**src/rtl/countdown_pkg.sv**
```systemverilog
`default_nettype none
// ============================================================================
// countdown_pkg : state encoding and BCD helpers for the countdown timer
// Rev 1.0
// ============================================================================
package countdown_pkg;

  localparam logic [2:0] ST_IDLE  = 3'd0;
  localparam logic [2:0] ST_ARMED = 3'd1;
  localparam logic [2:0] ST_RUN   = 3'd2;
  localparam logic [2:0] ST_PAUSE = 3'd3;
  localparam logic [2:0] ST_DONE  = 3'd4;

  localparam logic [3:0] BCD_MAX = 4'd9;

  function automatic logic bcd_nibble_valid(input logic [3:0] nib);
    return (nib <= BCD_MAX);
  endfunction

endpackage
`default_nettype wire

```
**src/rtl/bcd_down_digit.sv**
```systemverilog
`default_nettype none
// ============================================================================
// bcd_down_digit : one loadable 0-9 BCD down-counter digit with borrow out
// Rev 1.0
// ============================================================================
module bcd_down_digit
  import countdown_pkg::*;
(
  input  logic       clk,
  input  logic       rst,
  input  logic       en_i,
  input  logic       ld_i,
  input  logic [3:0] d_i,
  output logic [3:0] q_o,
  output logic       borrow_o
);

  logic [3:0] q_q;
  logic [3:0] q_d;

  always_comb begin
    q_d = q_q;
    if (ld_i) begin
      q_d = d_i;
    end else if (en_i) begin
      q_d = (q_q == 4'd0) ? BCD_MAX : q_q - 4'd1;
    end
  end

  always_ff @(posedge clk) begin
    if (rst) begin
      q_q <= 4'd0;
    end else begin
      q_q <= q_d;
    end
  end

  assign q_o      = q_q;
  assign borrow_o = en_i & (q_q == 4'd0);

endmodule
`default_nettype wire

```
**src/rtl/bcd_countdown_ctrl.sv**
```systemverilog
`default_nettype none
// ============================================================================
// bcd_countdown_ctrl : programmable BCD countdown timer (FSM, prescaler, preset)
// Rev 1.0
// ============================================================================
module bcd_countdown_ctrl
  import countdown_pkg::*;
#(
  parameter int DIGITS      = 2,
  parameter int PRESCALE    = 4,
  parameter int AUTO_RELOAD = 0
) (
  input  logic                clk,
  input  logic                rst,
  input  logic                load_i,
  input  logic [4*DIGITS-1:0] load_val_i,
  input  logic                start_i,
  input  logic                pause_i,
  input  logic                clear_i,
  output logic [4*DIGITS-1:0] count_o,
  output logic [2:0]          state_o,
  output logic                busy_o,
  output logic                done_o,
  output logic                load_err_o
);

  localparam int CW = 4 * DIGITS;
  localparam int PW = (PRESCALE > 1) ? $clog2(PRESCALE) : 1;
  localparam logic [PW-1:0] PRESC_LAST = PW'(PRESCALE - 1);
  localparam logic [CW-1:0] COUNT_ONE  = CW'(1);

  logic [2:0]    state_q, state_d;
  logic [PW-1:0] presc_q, presc_d;
  logic [CW-1:0] preset_q, preset_d;
  logic          busy_q, busy_d;
  logic          done_q, done_d;
  logic          load_err_q, load_err_d;

  logic [CW-1:0]     count_w;
  logic [CW-1:0]     dig_val;
  logic              dig_ld;
  logic [DIGITS-1:0] nib_ok;
  logic              load_ok;
  logic              tick_w;
  logic              wrap_w;

  // A tick only happens when the RUN branch below is the one that fires.
  assign tick_w = !clear_i && (state_q == ST_RUN) && !(pause_i && !start_i)
                  && (presc_q == PRESC_LAST);

  generate
    for (genvar gi = 0; gi < DIGITS; gi++) begin : g_digit
      logic en_w;
      logic borrow_w;

      if (gi == 0) begin : g_lsd
        assign en_w = tick_w;
      end else begin : g_upper
        assign en_w = g_digit[gi-1].borrow_w;
      end

      assign nib_ok[gi] = bcd_nibble_valid(load_val_i[4*gi +: 4]);

      bcd_down_digit u_digit (
        .clk      (clk),
        .rst      (rst),
        .en_i     (en_w),
        .ld_i     (dig_ld),
        .d_i      (dig_val[4*gi +: 4]),
        .q_o      (count_w[4*gi +: 4]),
        .borrow_o (borrow_w)
      );
    end
  endgenerate

  // Borrow out of the top digit means a tick arrived while the count was 0.
  assign wrap_w  = g_digit[DIGITS-1].borrow_w;
  assign load_ok = &nib_ok;

  always_comb begin
    state_d    = state_q;
    presc_d    = presc_q;
    preset_d   = preset_q;
    done_d     = 1'b0;
    load_err_d = 1'b0;
    dig_ld     = 1'b0;
    dig_val    = load_val_i;

    if (clear_i) begin
      state_d = ST_IDLE;
      presc_d = '0;
      dig_ld  = 1'b1;
      dig_val = '0;
    end else if (load_i && (state_q != ST_RUN)) begin
      if (load_ok) begin
        preset_d = load_val_i;
        dig_ld   = 1'b1;
        presc_d  = '0;
        state_d  = ST_ARMED;
      end else begin
        load_err_d = 1'b1;
      end
    end else if (start_i && (state_q == ST_ARMED)) begin
      if (count_w == '0) begin
        state_d = ST_DONE;
        done_d  = 1'b1;
      end else begin
        state_d = ST_RUN;
        presc_d = '0;
      end
    end else if (start_i && (state_q == ST_PAUSE)) begin
      state_d = ST_RUN;
    end else if (state_q == ST_RUN) begin
      if (pause_i && !start_i) begin
        state_d = ST_PAUSE;
      end else begin
        presc_d = (presc_q == PRESC_LAST) ? '0 : presc_q + 1'b1;
        if (tick_w) begin
          if (wrap_w) begin
            dig_ld  = 1'b1;
            dig_val = preset_q;
          end else if (count_w == COUNT_ONE) begin
            done_d = 1'b1;
            if (AUTO_RELOAD == 0) begin
              state_d = ST_DONE;
            end
          end
        end
      end
    end

    busy_d = (state_d == ST_RUN) || (state_d == ST_PAUSE);
  end

  always_ff @(posedge clk) begin
    if (rst) begin
      state_q    <= ST_IDLE;
      presc_q    <= '0;
      preset_q   <= '0;
      busy_q     <= 1'b0;
      done_q     <= 1'b0;
      load_err_q <= 1'b0;
    end else begin
      state_q    <= state_d;
      presc_q    <= presc_d;
      preset_q   <= preset_d;
      busy_q     <= busy_d;
      done_q     <= done_d;
      load_err_q <= load_err_d;
    end
  end

  assign count_o    = count_w;
  assign state_o    = state_q;
  assign busy_o     = busy_q;
  assign done_o     = done_q;
  assign load_err_o = load_err_q;

endmodule
`default_nettype wire

```
**config.mk**
```make
export PLATFORM = sky130hd
export DESIGN_NAME = bcd_countdown_ctrl
export DESIGN_NICKNAME = d
export VERILOG_FILES = /design/src/rtl/countdown_pkg.sv /design/src/rtl/bcd_down_digit.sv /design/src/rtl/bcd_countdown_ctrl.sv
export SDC_FILE = /design/constraint.sdc
export NUM_CORES = 1
export LEC_CHECK = 0
export CAP_MARGIN = 10
export CORE_MARGIN = 2
export CORE_UTILIZATION = 23
export DETAILED_ROUTE_END_ITERATION = 7
export HOLD_SLACK_MARGIN = 0.1
export PLACE_DENSITY = 0.53
export SYNTH_ARGS = -nofsm -noshare
export SYNTH_HDL_FRONTEND = slang
export SYNTH_SLANG_ARGS = --single-unit
```
**constraint.sdc**
```tcl
create_clock -name clk -period 3.7 [get_ports clk]
set_clock_uncertainty 0.2 [all_clocks]
set_input_delay 1.11 -clock clk [delete_from_list [all_inputs] [get_ports clk]]
set_output_delay 1.11 -clock clk [all_outputs]
set_load 0.01 [all_outputs]
```
==> impl_metrics.toml, run 1 <==
[status]
status = "finished clean"

[global_routing]
grt_max_degree = 17
grtUsageMet1_pct = 15.5
grt_pass1_vias = 1214
grt_pass1_wl_um = 5740
globalRouteMet3Util_pct = 2.73
grt_antenna_before_repair = 0
grt-busiest-layer = "met2"
met2_usage_pct = 19.5
overflow = 0
grt_usage_pct = 11.6

[timing]
hold_ws_ns = 0.257
worstMarginPinSlew_ns = 0.453
hold_violations = 0
fin_ws_ns = 0.748
slew_headroom_pct = 69.6
timing.fmax_mhz = 339
finalSetupViolations = 0
finalCritPeriodShare_pct = 79.8
setup_tns_ns = 0
rsz0062_at_grt = "no"
slew_violations = 0
final.min_clock_period_ns = 2.95

[worst_setup_path]
r2r_end = "g_digit[1].u_digit.q_o[3]$_SDFFE_PP0P_"
r2r-start = "state_o[1]$_SDFF_PP0_"
endpoint = "g_digit[1].u_digit.q_o[3]$_SDFFE_PP0P_"
critPathCaptureType = "flop"
worstSetupStartpointType = "input pin"
worstPathArrival_ns = 2.93
crit_path_max_fanout = 7
crit_type = "input pin to flop"
startpoint = "pause_i"
cp_data_required_time_ns = 3.68
rrSetupSlack_ns = 1.20
reg2reg_depth = 5

[layout]
area_growth_pct = 34.0
final_util_pct = 31.7
antenna_cells = 0
layout_common_cells = "nand2_1 (29), clkdlybuf4s50_1 (27), dfxtp_1 (24)"
finalNetCount = 209
final_common_cell = "nand2_1"
drive_gt1_share_pct = 8.81

[synthesis]
avgSynthCellArea_um2 = 7.89
synth_cell_type_count = 47
ys_warn_count = 0
synthArstFlopShare_pct = 0
synth_seq_area_share_pct = 37.4
synth_ff_type = "dfxtp_1"
synth-edff-count = 0
syn_inst = 163
synth_area_um2 = 1290
ys_ff_latch = 24
synth_nets = 178

[worst_hold_path]
hold_class = "flop to flop"

[clock_tree]
cts_setup_buffers = 0
ctsResizeCount = 0
clock_path_buffers = 2
cts_tree = "yes"
cts_buffers = 3
clk_latency_ns = 0.27
cts_root_buf = "clkbuf_8"
cts.sinks = 24
clkTransAtPathRegs_ns = 0.09
cts_hold_buf = 0
htree_num_levels = 1

[route]
drt_pass1_iterations = 4
vias_per_cell = 4.80
drt_iter0_markers = 53
drc = 0
via_count = 1271
antenna_left = 0
routed_wl_um = 3410
wl_per_cell_um = 12.9

[floorplanning]
ios = 28
die_w_um = 78.8
die_area_um2 = 6210
coreArea_um2 = 5440
start_util_pct = 23.6
fp.dieH_um = 78.8
rows = 27

[job]
cap_violations = 0

[place]
dp_hpwl_um = 2550
pre_cts_ws_ns = 0.457
gp_congestion = 0.814
port_buffers = 27

[pwr]
ir_worst_vdd_v = 0.000157
fin_total_pwr_mw = 0.567
cellLeakagePower_nw = 0.617
power.density_nw_per_um2 = 329
## synthesized netlist by cell type (2+ instances only)
cell / count / area, µm²
nor2b_1: 2 / 12.5
a22oi_1: 2 / 15.0
nand2b_1: 3 / 18.8
inv_1: 4 / 15.0
nand2_1: 29 / 109
clkbuf_1: 5 / 18.8
a311oi_1: 2 / 17.5
nand4_1: 3 / 18.8
and2_1: 2 / 12.5
o21ai_0: 9 / 45.0
nand3_1: 3 / 15.0
o211a_1: 2 / 20.0
or4_1: 3 / 22.5
nor3_1: 7 / 35.0
mux2i_1: 2 / 20.0
dfxtp_1: 24 / 480
a21oi_1: 10 / 50.1
nor2_1: 19 / 71.3
a31oi_1: 3 / 18.8
o21a_1: 2 / 15.0
## worst min-delay path by stage
stage | start | to | cells past startpoint
2_1_floorplan | preset_q[3]$_SDFFE_PP0P_ | preset_q[3]$_SDFFE_PP0P_ | 2
6_report | preset_q[3]$_SDFFE_PP0P_ | preset_q[3]$_SDFFE_PP0P_ | 2
3_5_place_dp | preset_q[3]$_SDFFE_PP0P_ | preset_q[3]$_SDFFE_PP0P_ | 2
4_1_cts | preset_q[3]$_SDFFE_PP0P_ | preset_q[3]$_SDFFE_PP0P_ | 2
3_3_place_gp | preset_q[5]$_SDFFE_PP0P_ | preset_q[5]$_SDFFE_PP0P_ | 2
5_1_grt | preset_q[3]$_SDFFE_PP0P_ | preset_q[3]$_SDFFE_PP0P_ | 2
## area by class of cell
class                           instances  area [µm²]
Clock buffer                            4        55.1
Fill cell                             579        3710
Inverter                                4        15.0
Multi-Input combinational cell        128         756
Sequential cell                        24         480
Tap cell                               72        90.1
Timing Repair Buffer                   33         328
## flip-flops by register name, summed over array words and instances (netlist names)
name	flops
presc_q	2
done_o	1
g_digit.u_digit.q_o	8
preset_q	8
load_err_o	1
busy_o	1
state_o	3
## power breakdown
group          leakage (nW)  switching [mW]  internal, mW
Sequential            0.195          0.0123         0.268
Clock                0.0288          0.0883        0.0951
Combinational         0.393          0.0520        0.0515
## metal layers
metal  wire length [µm]  up-vias
met2               1580       26
met4                 13        0
met1               1660      591
li1                   -      652
met5                  0        -
met3                160        2
## per-stage QoR
| step | area (µm²) | cells |
|---|---|---|
| floorplan | 1290 | 163 |
| global placement | 1670 | 261 |
| detailed placement | 1670 | 261 |
| CTS | 1720 | 265 |
| global route | 1720 | 265 |
| finish | 1720 | 265 |
## worst max-delay path: stages
cell             delay, ns
clkdlybuf4s50_1       0.46
nor2b_1               0.17
or3_4                 0.39
nor3_4                0.35
a22oi_1               0.17
a311oi_1              0.28
## cells by family (layout without fill, tap and decap cells)
kind of cell | Yosys count | after routing | share of synthesized area, %
and+or+nand+nor | 79 | 79 | 30.4
AOI/OAI and AO/OA | 44 | 44 | 24.2
DFF | 24 | 24 | 37.4
buffers and inverters | 11 | 41 | 3.89
muxes | 3 | 3 | 2.43
adders and majority gates | 1 | 1 | 0.973
xor gates and xnor gates | 1 | 1 | 0.681
(Power assumes the default switching activity.)
==> inputs of run 2 (changes only) <==
PLACE_DENSITY = 0.54   (was 0.53)
clock period = 2.55 ns   (was 3.7 ns; I/O delays follow)
==> run 2 against run 1 <==
Effect of this change:
- hold slack gained 0.0050 ns
- register-to-register slack lost 0.93 ns
- total power grew 62%
- combinational power grew 64%
- sequential cell count is the same
- sequential power grew 45%
- worst setup slack lost 0.71 ns
==> impl_metrics.toml, run 2 (synthesis gave the netlist of run 1 again) <==
[status]
status = "finished clean"

[worst_setup_path]
cp_data_required_time_ns = 2.54
critPathCaptureType = "flop"
rrSetupSlack_ns = 0.27
r2r-start = "state_o[1]$_SDFF_PP0_"
crit_path_max_fanout = 6
crit_type = "input pin to flop"
reg2reg_depth = 5
worstPathArrival_ns = 2.50
r2r_end = "g_digit[1].u_digit.q_o[3]$_SDFFE_PP0P_"
worstSetupStartpointType = "input pin"

[layout]
layout_common_cells = "buf_4 (31), nand2_1 (29), clkdlybuf4s50_1 (27)"
final_common_cell = "buf_4"
antenna_cells = 0
drive_gt1_share_pct = 19.7
nFillCells = 569
area_growth_pct = 49.6
finalNetCount = 234

[clock_tree]
cts.sinks = 24
cts_buffers = 3
cts_root_buf = "clkbuf_8"
clkTransAtPathRegs_ns = 0.09
cts_hold_buf = 0
clk_latency_ns = 0.27
htree_num_levels = 1
cts_tree = "yes"
clock_path_buffers = 2

[worst_hold_path]
hold_end = "preset_q[0]$_SDFFE_PP0P_"
hold_class = "flop to flop"
min_path_cells = 2
worstHoldStart = "preset_q[0]$_SDFFE_PP0P_"

[global_routing]
grt_pass1_vias = 1283
grt-busiest-layer = "met2"
grt_pass1_wl_um = 6040
grt_max_degree = 16
globalRouteMet3Util_pct = 3.07
grt_usage_pct = 12.2
overflow = 0
grtUsageMet1_pct = 16.2
grt_antenna_before_repair = 0
met2_usage_pct = 19.7

[route]
vias_per_cell = 4.69
routed_wl_um = 3580
drt_iter0_markers = 84
via_count = 1360
drt_pass1_iterations = 4
drc = 0
antenna_left = 0
wl_per_cell_um = 12.4

[floorplanning]
rows = 27
die_area_um2 = 6210
start_util_pct = 23.6
fp.dieH_um = 78.8
ios = 28
coreArea_um2 = 5440
die_w_um = 78.8

[timing]
finalSetupViolations = 0
finalCritPeriodShare_pct = 98.3
slew_violations = 0
worstMarginPinSlew_ns = 0.384
slew_headroom_pct = 74.2
timing.fmax_mhz = 399
final.min_clock_period_ns = 2.51
rsz0062_at_grt = "yes"
fin_ws_ns = 0.0423
setup_tns_ns = 0
hold_violations = 0

[pwr]
power.density_nw_per_um2 = 478
ir_worst_vdd_v = 0.000287
cellLeakagePower_nw = 0.747

[place]
dp_hpwl_um = 2770
port_buffers = 27
gp_congestion = 0.818
pre_cts_ws_ns = -0.277

[job]
cap_violations = 0
-- run 2: cell count changes in the layout (fill, tap and decap cells not counted), sizes merged --
cell / change
buf: +25
bufinv: +1
clkbuf: -1
-- run 2: critical path, stage by stage --
cell and delay, ns:
clkdlybuf4s50_1 0.43, nand2b_4 0.15, or3_4 0.43, nor3_4 0.31, a22oi_1 0.16, a311oi_1 0.26
-- run 2: routing by layer --
layer  up-vias  part of all wire [%]  wire length [µm]
met4         0                  0.67                24
met2        30                    46              1650
met5         -                     0                 0
met1       629                    47              1700
li1        699                     -                 -
met3         2                   5.7               204
-- run 2: how the worst max path moves through the flow --
stage | from | end | slack [ns] | cells past startpoint
3_3_place_gp | clear_i | g_digit[0].u_digit.q_o[2]$_SDFFE_PP0P_ | -0.25 | 6
4_1_cts | clear_i | g_digit[0].u_digit.q_o[2]$_SDFFE_PP0P_ | 0.04 | 6
5_1_grt | clear_i | g_digit[1].u_digit.q_o[3]$_SDFFE_PP0P_ | -0.01 | 6
6_report | clear_i | g_digit[1].u_digit.q_o[3]$_SDFFE_PP0P_ | 0.04 | 6
2_1_floorplan | state_o[1]$_SDFF_PP0_ | g_digit[0].u_digit.q_o[2]$_SDFFE_PP0P_ | 0.16 | 7
3_5_place_dp | clear_i | g_digit[0].u_digit.q_o[2]$_SDFFE_PP0P_ | -0.28 | 6
-- run 2: final cells by class --
cell class | count | area (µm²) | area share (%)
multi-input combinational | 128 | 764 | 39.7
clock inverter | 1 | 30.0 | 1.56
inverter | 4 | 15.0 | 0.780
clock buffer | 3 | 41.3 | 2.15
tap | 72 | 90.1 | 4.68
timing repair buffer | 58 | 503 | 26.1
sequential | 24 | 480 | 25.0
-- run 2: repair_timing --
action / in CTS / in global routing
pin swaps: 1 / 5
cloned: 0 / 0
setup buffers: 0 / 1
setup endpoints to repair: 1 / 2
resized for setup: 0 / 2
-- run 2: where the power goes --
part           leakage (nW)  total [mW]  switching [mW]  internal [mW]
logic                 0.516       0.171          0.0804         0.0909
registers             0.195       0.406          0.0181          0.388
clock network        0.0357       0.341           0.131          0.210
total                 0.747       0.919           0.230          0.689
-- run 2: per-stage QoR --
| step | hold WS (ns) | area (µm²) | std cells | power [mW] | util [%] |
|---|---|---|---|---|---|
| global route | 0.281 | 1920 | 290 | 0.962 | 35.4 |
| detailed placement | 0.253 | 1840 | 285 | 0.586 | 33.8 |
| finish | 0.262 | 1920 | 290 | 0.919 | 35.4 |
| floorplan | 0.229 | 1290 | 163 | 0.492 | - |
| global placement | 0.244 | 1840 | 285 | 0.587 | 33.8 |
| CTS | 0.267 | 1910 | 289 | 0.926 | 35.1 |
==> inputs of run 3 (changes only) <==
DONT_BUFFER_PORTS = 1   (was not set)
PLACE_DENSITY = 0.47   (was 0.54)
==> run 3 against run 2 <==
Effect of this change:
- clock power shrank 22%
- sequential power shrank 2%
- design area shrank 21%
- register-to-register slack gained 0.04 ns
- final cell count shrank 14%
- global-route usage grew 0.46 points
- utilization shrank 7.3 points
- total power shrank 14%
- critical path depth shrank 1
- via count shrank 9.6%
- die area is the same
- sequential cell count is the same
- critical endpoint unchanged
==> impl_metrics.toml, run 3 (synthesis gave the netlist of run 1 again) <==
[status]
status = "finished clean"

[worst_setup_path]
rrSetupSlack_ns = 0.31
crit_path_max_fanout = 7
worstSetupStartpointType = "flop"
reg2reg_depth = 5
crit_family = "simple AND/OR/NAND/NOR gates"
cp_data_required_time_ns = 2.53
crit_slowest_cell = "or3_4"
crit_path_cell_trace = "or3b_1, or3_4, nor3_4, a22oi_1, a311oi_1"
cp.depth = 5
crit_type = "flop to flop"
cp_num_buf_inv = 0
max_stage_delay_ns = 0.46
worstPathArrival_ns = 2.23
critPathCaptureType = "flop"

[floorplanning]
start_util_pct = 23.6
die_area_um2 = 6210
fp.dieH_um = 78.8
coreArea_um2 = 5440
rows = 27
die_w_um = 78.8
ios = 28

[clock_tree]
cts_hold_buf = 0
cts_buffers = 3
cts_setup_buffers = 0
cts_tree = "yes"
clkTransAtPathRegs_ns = 0.09
cts_root_buf = "clkbuf_8"
clock_path_buffers = 2
clk_latency_ns = 0.27
htree_num_levels = 1
ctsResizeCount = 0
cts.sinks = 24

[pwr]
power.density_nw_per_um2 = 517
fin_total_pwr_mw = 0.790
ir_worst_vdd_v = 0.000231
cellLeakagePower_nw = 0.570

[place]
port_buffers = 0
gp_congestion = 0.841
dp_hpwl_um = 2820
dp_cells = 244

[timing]
worstMarginPinSlew_ns = 0.517
slew_violations = 0
timing.fmax_mhz = 446
setup_tns_ns = 0
final.min_clock_period_ns = 2.24
rsz0062_at_grt = "no"
finalSetupViolations = 0
hold_ws_ns = 0.255
slew_headroom_pct = 65.2
hold_violations = 0
finalCritPeriodShare_pct = 88.0

[route]
antenna_left = 0
routed_wl_um = 3740
vias_per_cell = 4.96
drc = 0
drt_iter0_markers = 81
drt_pass1_iterations = 4
via_count = 1229
wl_per_cell_um = 15.1

[global_routing]
grt_pass1_vias = 1156
met2_usage_pct = 19.7
grt-busiest-layer = "met2"
grt_max_degree = 17
grt_antenna_before_repair = 0
globalRouteMet3Util_pct = 3.64
overflow = 0
grt_usage_pct = 12.6
grtUsageMet1_pct = 17.1
grt_pass1_wl_um = 6220

[layout]
layout_common_cells = "nand2_1 (29), dfxtp_1 (24), nor2_1 (19)"
multi_input_area_um2 = 756
finalNetCount = 192
seqCellArea_um2 = 480
nFillCells = 591
drive_gt1_share_pct = 15.3
antenna_cells = 0
stdcell_count = 248
area_growth_pct = 18.9
final_common_cell = "nand2_1"

[worst_hold_path]
hold_class = "flop to flop"
min_path_cells = 2

[job]
cap_violations = 0
==> run 3: cell count changes in the layout (fill, tap and decap cells not counted) <==
cell,previous run,this run
nand2b_1,2,3
bufinv_16,1,0
nand2b_4,1,0
clkdlybuf4s50_1,27,0
buf_12,0,1
buf_4,31,15
a2111oi_0,0,1
a2111oi_1,1,0
clkbuf_8,3,4
==> run 3: metal layers <==
| layer | up-vias | wire length, µm |
|---|---|---|
| li1 | 619 | - |
| met1 | 564 | 1790 |
| met2 | 40 | 1660 |
| met3 | 6 | 247 |
| met4 | 0 | 38 |
| met5 | - | 0 |
==> run 3: path summary, 6_finish.rpt <==
kind,start,endpoint
max reg2reg,state_o[0]$_SDFF_PP0_,g_digit[1].u_digit.q_o[3]$_SDFFE_PP0P_
max,state_o[0]$_SDFF_PP0_,g_digit[1].u_digit.q_o[3]$_SDFFE_PP0P_
min reg2reg,preset_q[6]$_SDFFE_PP0P_,preset_q[6]$_SDFFE_PP0P_
min,preset_q[6]$_SDFFE_PP0P_,preset_q[6]$_SDFFE_PP0P_
==> run 3: final cells by class <==
type                            count  area share [%]
Clock buffer                        4            3.60
Inverter                            4           0.982
Multi-Input combinational cell    128            49.4
Sequential cell                    24            31.4
Tap cell                           72            5.89
Timing Repair Buffer               16            8.67
==> run 3: power by group <==
group	internal, mW	switching, mW	total [mW]	leakage, nW
clock	0.138	0.129	0.267	0.0288
combinational	0.0514	0.0741	0.126	0.346
sequential	0.388	0.0101	0.398	0.195
==> run 3: worst reg2reg max path: stages, from the launching register on <==
cell,delay (ns)
dfxtp_1,0.32
or3b_1,0.40
or3_4,0.46
nor3_4,0.34
a22oi_1,0.15
a311oi_1,0.29
==> run 3: per-stage QoR <==
step	setup slack, ns	area [µm²]	utilization [%]
after detailed placement	0.120	1470	27.1
after global routing	0.136	1530	28.1
after global placement	0.163	1470	27.1
final	0.306	1530	28.1
after floorplan	0.165	1290	-
after CTS	0.272	1530	28.1
